===== src/rtl/button_counter.sv =====
// button_counter: two debounced pushbuttons step an 8-bit up/down counter shown on LED0..LED7.
module button_counter #(
   parameter int N = 16,
   parameter int DB_SAMPLES = 4,
   parameter logic [7:0] INIT = 8'h00
) (
   input  logic CLK,
   input  logic RSTN,
   input  logic SW1,
   input  logic SW2,
   output logic LED0,
   output logic LED1,
   output logic LED2,
   output logic LED3,
   output logic LED4,
   output logic LED5,
   output logic LED6,
   output logic LED7,
   output logic D13
);
   typedef enum logic [1:0] {RELEASED, PRESSING, PRESSED, RELEASING} state_t;
   localparam logic [N-1:0] ONE = 1;
   localparam logic [3:0] DB = DB_SAMPLES[3:0];
   localparam bit SINGLE = DB_SAMPLES == 1;
   logic [N-1:0] pre;
   logic tick;
   logic [1:0] sw, press, held;
   logic [7:0] value;
   assign tick = &pre;
   assign sw = {SW2, SW1};
   assign {LED7, LED6, LED5, LED4, LED3, LED2, LED1, LED0} = value;
   always_ff @(posedge CLK or negedge RSTN)
      if (!RSTN) pre <= '0;
      else pre <= pre + ONE;
   for (genvar g = 0; g < 2; g++) begin : db
      state_t st;
      logic [3:0] cnt, nxt;
      logic [1:0] sy;
      logic s, pr;
      assign s = sy[1];
      assign nxt = cnt + 4'd1;
      assign held[g] = st == PRESSED;
      assign press[g] = pr;
      // a return to PRESSED from RELEASING is a rejected release glitch, not a new press
      always_ff @(posedge CLK or negedge RSTN)
         if (!RSTN) begin
            sy <= 2'b00;
            st <= RELEASED;
            cnt <= 4'd0;
            pr <= 1'b0;
         end else begin
            sy <= {sy[0], sw[g]};
            pr <= 1'b0;
            if (tick)
               case (st)
                  RELEASED: if (s) begin
                     st <= SINGLE ? PRESSED : PRESSING;
                     cnt <= SINGLE ? 4'd0 : 4'd1;
                     pr <= SINGLE;
                  end
                  PRESSING: if (!s) begin
                     st <= RELEASED;
                     cnt <= 4'd0;
                  end else if (nxt == DB) begin
                     st <= PRESSED;
                     cnt <= 4'd0;
                     pr <= 1'b1;
                  end else cnt <= nxt;
                  PRESSED: if (!s) begin
                     st <= SINGLE ? RELEASED : RELEASING;
                     cnt <= SINGLE ? 4'd0 : 4'd1;
                  end
                  RELEASING: if (s) begin
                     st <= PRESSED;
                     cnt <= 4'd0;
                  end else if (nxt == DB) begin
                     st <= RELEASED;
                     cnt <= 4'd0;
                  end else cnt <= nxt;
                  default: begin
                     st <= RELEASED;
                     cnt <= 4'd0;
                  end
               endcase
         end
   end
   always_ff @(posedge CLK or negedge RSTN)
      if (!RSTN) begin
         value <= INIT;
         D13 <= 1'b0;
      end else begin
         value <= press == 2'b01 ? value + 8'd1 : press == 2'b10 ? value - 8'd1 : value;
         D13 <= |held;
      end
endmodule


===== config.mk =====
export PLATFORM = sky130hd
export DESIGN_NAME = button_counter
export DESIGN_NICKNAME = d
export VERILOG_FILES = /design/src/rtl/button_counter.sv
export SDC_FILE = /design/constraint.sdc
export NUM_CORES = 1
export LEC_CHECK = 0
export ABC_AREA = 1
export CAP_MARGIN = 20
export CORE_AREA = 2 2 71 73
export DETAILED_ROUTE_END_ITERATION = 6
export DIE_AREA = 0 0 73 75
export GPL_TIMING_DRIVEN = 0
export PLACE_DENSITY = 0.73
export SYNTH_ARGS = -nofsm -noshare
export SYNTH_HDL_FRONTEND = slang
export SYNTH_SLANG_ARGS = --single-unit

===== constraint.sdc =====
create_clock -name CLK -period 3 [get_ports CLK]
set_input_delay 0.6 -clock CLK [delete_from_list [all_inputs] [get_ports CLK]]
set_output_delay 0.6 -clock CLK [all_outputs]
set_load 0.01 [all_outputs]

# Yosys cells after proc, flatten, opt, wreduce, memory -nomap -nowiden
# Index checks and enable logic that the tools add are counted.
[word_totals] ff_bits=43 inputBits=4 out_inout_bits=9 wordCells=79
[classes] addsub=5 n_eq_ne=18 n_mux=36 n_reduce_logical=9
[op_table] cell="$mux W4" n=10
[op_table] cell="$reduce_and A20 Y1" n=2
[op_table] cell="$reduce_and A18 Y1" n=2
[op_table] cell="$pmux W4 S4" n=2
[op_table] cell="$mux W2" n=12
[op_table] cell="$add A16 B1 Y16 const B" n=1
[op_table] cell="$mux W8" n=2
[op_table] cell="$pmux W2 S4" n=2
[op_table] cell="$reduce_and A16 Y1" n=1
[op_table] cell="$ne A3 B3 Y1 const B" n=4
[op_table] cell="$eq A2 B2 Y1 const B" n=5
[op_table] cell="$add A4 B1 Y4 const B" n=2
[op_table] cell="$add A8 B1 Y8 const B" n=1
[op_table] cell="$eq A4 B3 Y1 const B" n=2
[op_table] cell="$mux W1" n=8
[op_table] cell="$ne A2 B2 Y1 const B" n=4
[op_table] cell="$sub A8 B1 Y8 const B" n=1
[op_table] cell="$eq A2 B1 Y1 const B" n=3
[op_table] cell="$logic_not A2 Y1" n=2
[op_table] cell="$reduce_bool A2 Y1" n=1
[op_table] cell="$reduce_or A2 Y1" n=1

# Longest topological paths before layout
[depth] word_depth=6 ltp_mapped=12 depth_no_buf=12

# Least setup slack after synthesis
# Ideal clock, no wire load.
[synth_path] path_type="register to register" start="register db[0].pr" end="register value[7]" setup_time_ps=116 t_arrival_ps=1553 t_required_ps=2884 path_slack_ps=1330 path_stages_with_launch=12 n_path_buf=0 synth_period_minus_slack_ps=1670 path_cell_list="dfrtp_1 -> ha_1 -> inv_1 -> ha_1 -> a21oi_1 -> nand2_1 -> nand2_1 -> nand2_1 -> nand2_1 -> nand2_1 -> nand2_1 -> nand2_1"
[synth_between] elab_chain_len=2 word_cells_on_any_way=4 classes_between="2 x eq/ne; 1 x mux; 1 x reduce/logical"
[synth_lines] item="start: declaration" line="39" text="logic s, pr;"
[synth_lines] item="start signal: assignment" line="50" text="pr <= 1'b0;"
[synth_lines] item="start signal: assignment" line="53" text="pr <= 1'b0;"
[synth_lines] item="start signal: assignment" line="59" text="pr <= SINGLE;"
[synth_lines] item="$eq A2 B1 Y1 or $eq A2 B2 Y1 (tied branches)" line="92" text="value <= press == 2'b01 ? value + 8'd1 : press == 2'b10 ? value - 8'd1 : value;"
[synth_lines] item="$mux W8 or $reduce_bool A2 Y1 (tied branches)"
[synth_lines] item="end signal: assignment" line="92"
[synth_lines] item="end: declaration" line="28" text="logic [7:0] value;"
# Parallel ways exist; a longest one is shown, timed or not.
# A chain may end at the register's enable or synchronous reset.

# Worst setup path after layout
[layout_path] start="register value[0]" end="output port LED0"
[layout_lines] item="end: declaration" line="11" text="output logic LED0,"
# No word-level cell between the ends.

==> metrics.log <==
INFO  metric synth.net_count = 284
INFO  metric cap_violations = 0
INFO  metric timing.critical_path.to_type = primary output
INFO  metric synth_top_area_cell = sky130_fd_sc_hd__dfrtp_1
INFO  metric die_area = 5480 sq um
INFO  metric synthesis.yosys.warnings = 0
INFO  metric criticalPathCategory = reg -> out
INFO  metric vias_in_the_first_global_route = 1,543
INFO  metric required = 2.40 ns
INFO  metric netlist_top_cells_count = 80 x sky130_fd_sc_hd__nand2_1, 43 x sky130_fd_sc_hd__dfrtp_1, 33 x sky130_fd_sc_hd__inv_1, 17 x sky130_fd_sc_hd__nand3_1
INFO  metric cts.clk_slew.worst_paths = 0.08 ns
INFO  metric grt_first_pass_wirelength = 6580 um
INFO  metric maximum_number_of_pins_on_one_net_before_global_route_repair = 35
INFO  metric tightestPinTransition = around 0.48 ns
INFO  metric cts_hold_buffers = 0
INFO  metric crit_path_cell_trace = clkdlybuf4s50_1
INFO  metric fin_crit = 1.93 ns
INFO  metric dieHeight = around 75 um
INFO  metric first_iter_violations = 75
INFO  metric synthesis.area = 2310 sq um
INFO  metric main_combinational_cell_family_by_area_after_synthesis = simple AND/OR/NAND/NOR gates
INFO  metric synth_sequential_area_ratio = 46.6%
INFO  metric drive_above_1_share = 11.5%
INFO  metric final-setup-viol-count = 0
INFO  metric antenna_violations_before_repair = 0
INFO  metric post-synth-top-count-cell = sky130_fd_sc_hd__nand2_1
INFO  metric core_area = 4660 sq um
INFO  metric critPathBufInv = 1
INFO  metric netlist.area_leader.share = between 40% and 50%
INFO  metric maxClockFrequency = 519 MHz
INFO  metric multi_input_area = 1090 sq um
INFO  metric cts_tree = yes
INFO  metric postSynthAreaPerCell = 8.66 sq um
INFO  metric postSynth.asyncResetShare = 100%
INFO  metric nFillCells = between 400 and 500
INFO  metric post-cts-setup-buffers = 0
INFO  metric dominantRegCellSynth = sky130_fd_sc_hd__dfrtp_1
INFO  metric globalplace.congestion = ~0.84
INFO  metric finalClockSkew = 0.00583 ns
INFO  metric die_outline_width = 73 um
INFO  metric slew-limit-headroom = 67.7%
INFO  metric post_synthesis_simple_gate_area_fraction = around 29%
INFO  metric reg2reg_slack = 1.11 ns
INFO  metric hpwlAfterDp = roughly 2800 um
INFO  metric powerDensity = 382 nW/um^2
INFO  metric cts_inserted_buffers = 5
INFO  metric worst_setup_path_start_kind = flip-flop
INFO  metric first_pass_iters = 4
INFO  metric globalRoute.totalOverflow = 0
INFO  metric run_status = finished clean
INFO  metric totalPowerFinal = 999 uW
INFO  metric grtUsageTotal = 15.7%
INFO  metric critical-path-max-stage-delay = approximately 0.58 ns
INFO  metric synth_cell_types = 26
INFO  metric clk_root_buffer_cell = sky130_fd_sc_hd__clkbuf_8
INFO  metric latest_clock_arrival_within_the_worst_skew_pair = just under 0.3 ns
INFO  metric timing.critical_path.fanout_max = 4
INFO  metric detail_route.wl_per_cell = 10.9 um
INFO  metric start_util = around half
INFO  metric avgViaCountPerCell = roughly 4.9
INFO  metric crit_path_arrival_time = 1.33 ns
INFO  metric h_tree_levels = 2
INFO  metric xor_xnor_portion_of_the_synthesized_cell_area = 7.20%
INFO  metric post_synth_main_area_contributors = sky130_fd_sc_hd__dfrtp_1 47%, sky130_fd_sc_hd__nand2_1 13%, sky130_fd_sc_hd__ha_1 6.5%, sky130_fd_sc_hd__inv_1 5.4%, sky130_fd_sc_hd__xnor2_1 3.8%
INFO  metric worst_path_max_delay_cell = sky130_fd_sc_hd__clkdlybuf4s50_1
INFO  metric vdd.ir_drop.worst = 0.293 mV
INFO  metric final-max-slew-violation-count = 0
INFO  metric setup_repair_after_global_routing_missed_its_margin = no
INFO  metric post-route-period-util = 64.2%
INFO  metric post_synth_inst_count = 267
INFO  metric synth_adder_area_share = under 10%
INFO  metric remaining_drc_errors = 0
INFO  metric hp-class = in -> async
INFO  metric p_leak = 1.37 nW
INFO  metric totalNegativeSetupSlack = 0 ns
INFO  metric sequential_cell_area = 1080 sq um
INFO  metric synth_edf_count = 0
INFO  metric antennaDiodeCount = 0
INFO  metric synth_compound_area_share = 4.06%
INFO  metric maximum_clock_path_buffer_count = 2
INFO  metric utilization = 56.1%
INFO  metric report.final.hold_viol_count = 0
INFO  metric remaining_antenna_violation_count_after_routing = 0
INFO  metric row_count = 25
INFO  metric port_buffers = 12
INFO  metric routed-via-count = 1,660
INFO  metric num_io_pins = 13
INFO  metric synthMuxAreaShare = 0%
INFO  metric yosys_register_bits = between 40 and 50
INFO  metric fin_nets = between 300 and 400
INFO  metric area.growth.synth_to_final = 13.1%
INFO  metric worst_path_dominant_cell_family = buffers and inverters
INFO  metric routed_wl = approximately 3700 um
INFO  metric post_cts_resized = 0
INFO  metric tritoncts_num_sinks = 43
## placed cells by master, fill, tap and decap left out, drive strengths merged
| cell type | instances |
|---|---|
| nand3b | 2 |
| ha | 12 |
| clkbuf | 9 |
| nand3 | 19 |
| nand2 | 87 |
| o21ai | 10 |
| xor2 | 9 |
| xnor2 | 10 |
| nor2 | 18 |
| o211ai | 1 |
| nand2b | 1 |
| clkdlybuf4s50 | 11 |
| fa | 1 |
| a21oi | 6 |
| o22ai | 1 |
| dfrtp | 43 |
| buf | 2 |
| nor3 | 5 |
| nand4 | 4 |
| inv | 37 |
## cell type report
| cell class | instances | area share [%] |
|---|---|---|
| multi-input cells | 186 | 41.8 |
| flip-flops and latches | 43 | 41.2 |
| inverters | 37 | 5.31 |
| repair buffers | 13 | 5.17 |
| clock buffers | 8 | 3.83 |
| well taps | 54 | 2.58 |
| plain buffers | 1 | 0.144 |
## flip-flops by register name, summed over array words and instances, names as in the netlist, named ones only
name    count
db.st       2
D13         1
value       8
db.cnt      8
pre        16
db.pr       2
db.sy       4
## metrics by stage
step,instances,setup slack (ns),hold slack [ns],area (sq um)
CTS,342,1.07,0.178,2610
finish,342,1.07,0.170,2610
detailed placement,334,1.14,0.338,2510
floorplan,267,1.33,0.304,2310
global placement,333,0.188,0.333,2500
global route,342,0.939,0.170,2610
## routing by layer
metal  GRT usage, %  share of wire (%)  wire, um
met3           4.02                3.0       113
met2           27.1                 47      1770
met5              0                  0         0
met4           4.94                1.4        51
met1           19.2                 48      1810
## worst register-to-register path, cell delays in order (launching register included)
cell	delay (ns)
sky130_fd_sc_hd__dfrtp_1	0.37
sky130_fd_sc_hd__ha_1	0.22
sky130_fd_sc_hd__inv_1	0.22
sky130_fd_sc_hd__ha_1	0.35
sky130_fd_sc_hd__a21oi_1	0.17
sky130_fd_sc_hd__nand2_1	0.12
sky130_fd_sc_hd__nand2_1	0.08
sky130_fd_sc_hd__nand2_1	0.06
sky130_fd_sc_hd__nand2_1	0.06
sky130_fd_sc_hd__nand2_1	0.04
sky130_fd_sc_hd__o21ai_0	0.13
## logic make-up after synthesis
group           after synthesis
compound gates               18
flops                        43
simple gates                136
buf+inv                      38
fa+ha+maj                    13
xor+xnor                     19
## where the power goes
group | leakage (nW) | switching [mW] | total, mW | internal, mW
Sequential | 0.577 | 0.00121 | 0.583 | 0.582
Clock | 0.0515 | 0.184 | 0.394 | 0.210
Combinational | 0.737 | 0.0148 | 0.0213 | 0.00651
Total | 1.37 | 0.200 | 0.999 | 0.798
## path summary, 6_finish.rpt
check / startpoint / to / cells after the start
min reg2reg: db[1].sy[0]$_DFF_PN0_ / db[1].sy[1]$_DFF_PN0_ / 0
max: value[0]$_DFFE_PN0P_ / LED0 / 1
max reg2reg: db[0].pr$_DFF_PN0_ / value[5]$_DFFE_PN0P_ / 10
min in group CLK: db[1].sy[0]$_DFF_PN0_ / db[1].sy[1]$_DFF_PN0_ / 0
min: RSTN / pre[7]$_DFF_PN0_ / 1
max in group asynchronous: RSTN / db[1].sy[1]$_DFF_PN0_ / 2
(Power assumes the default switching activity.)
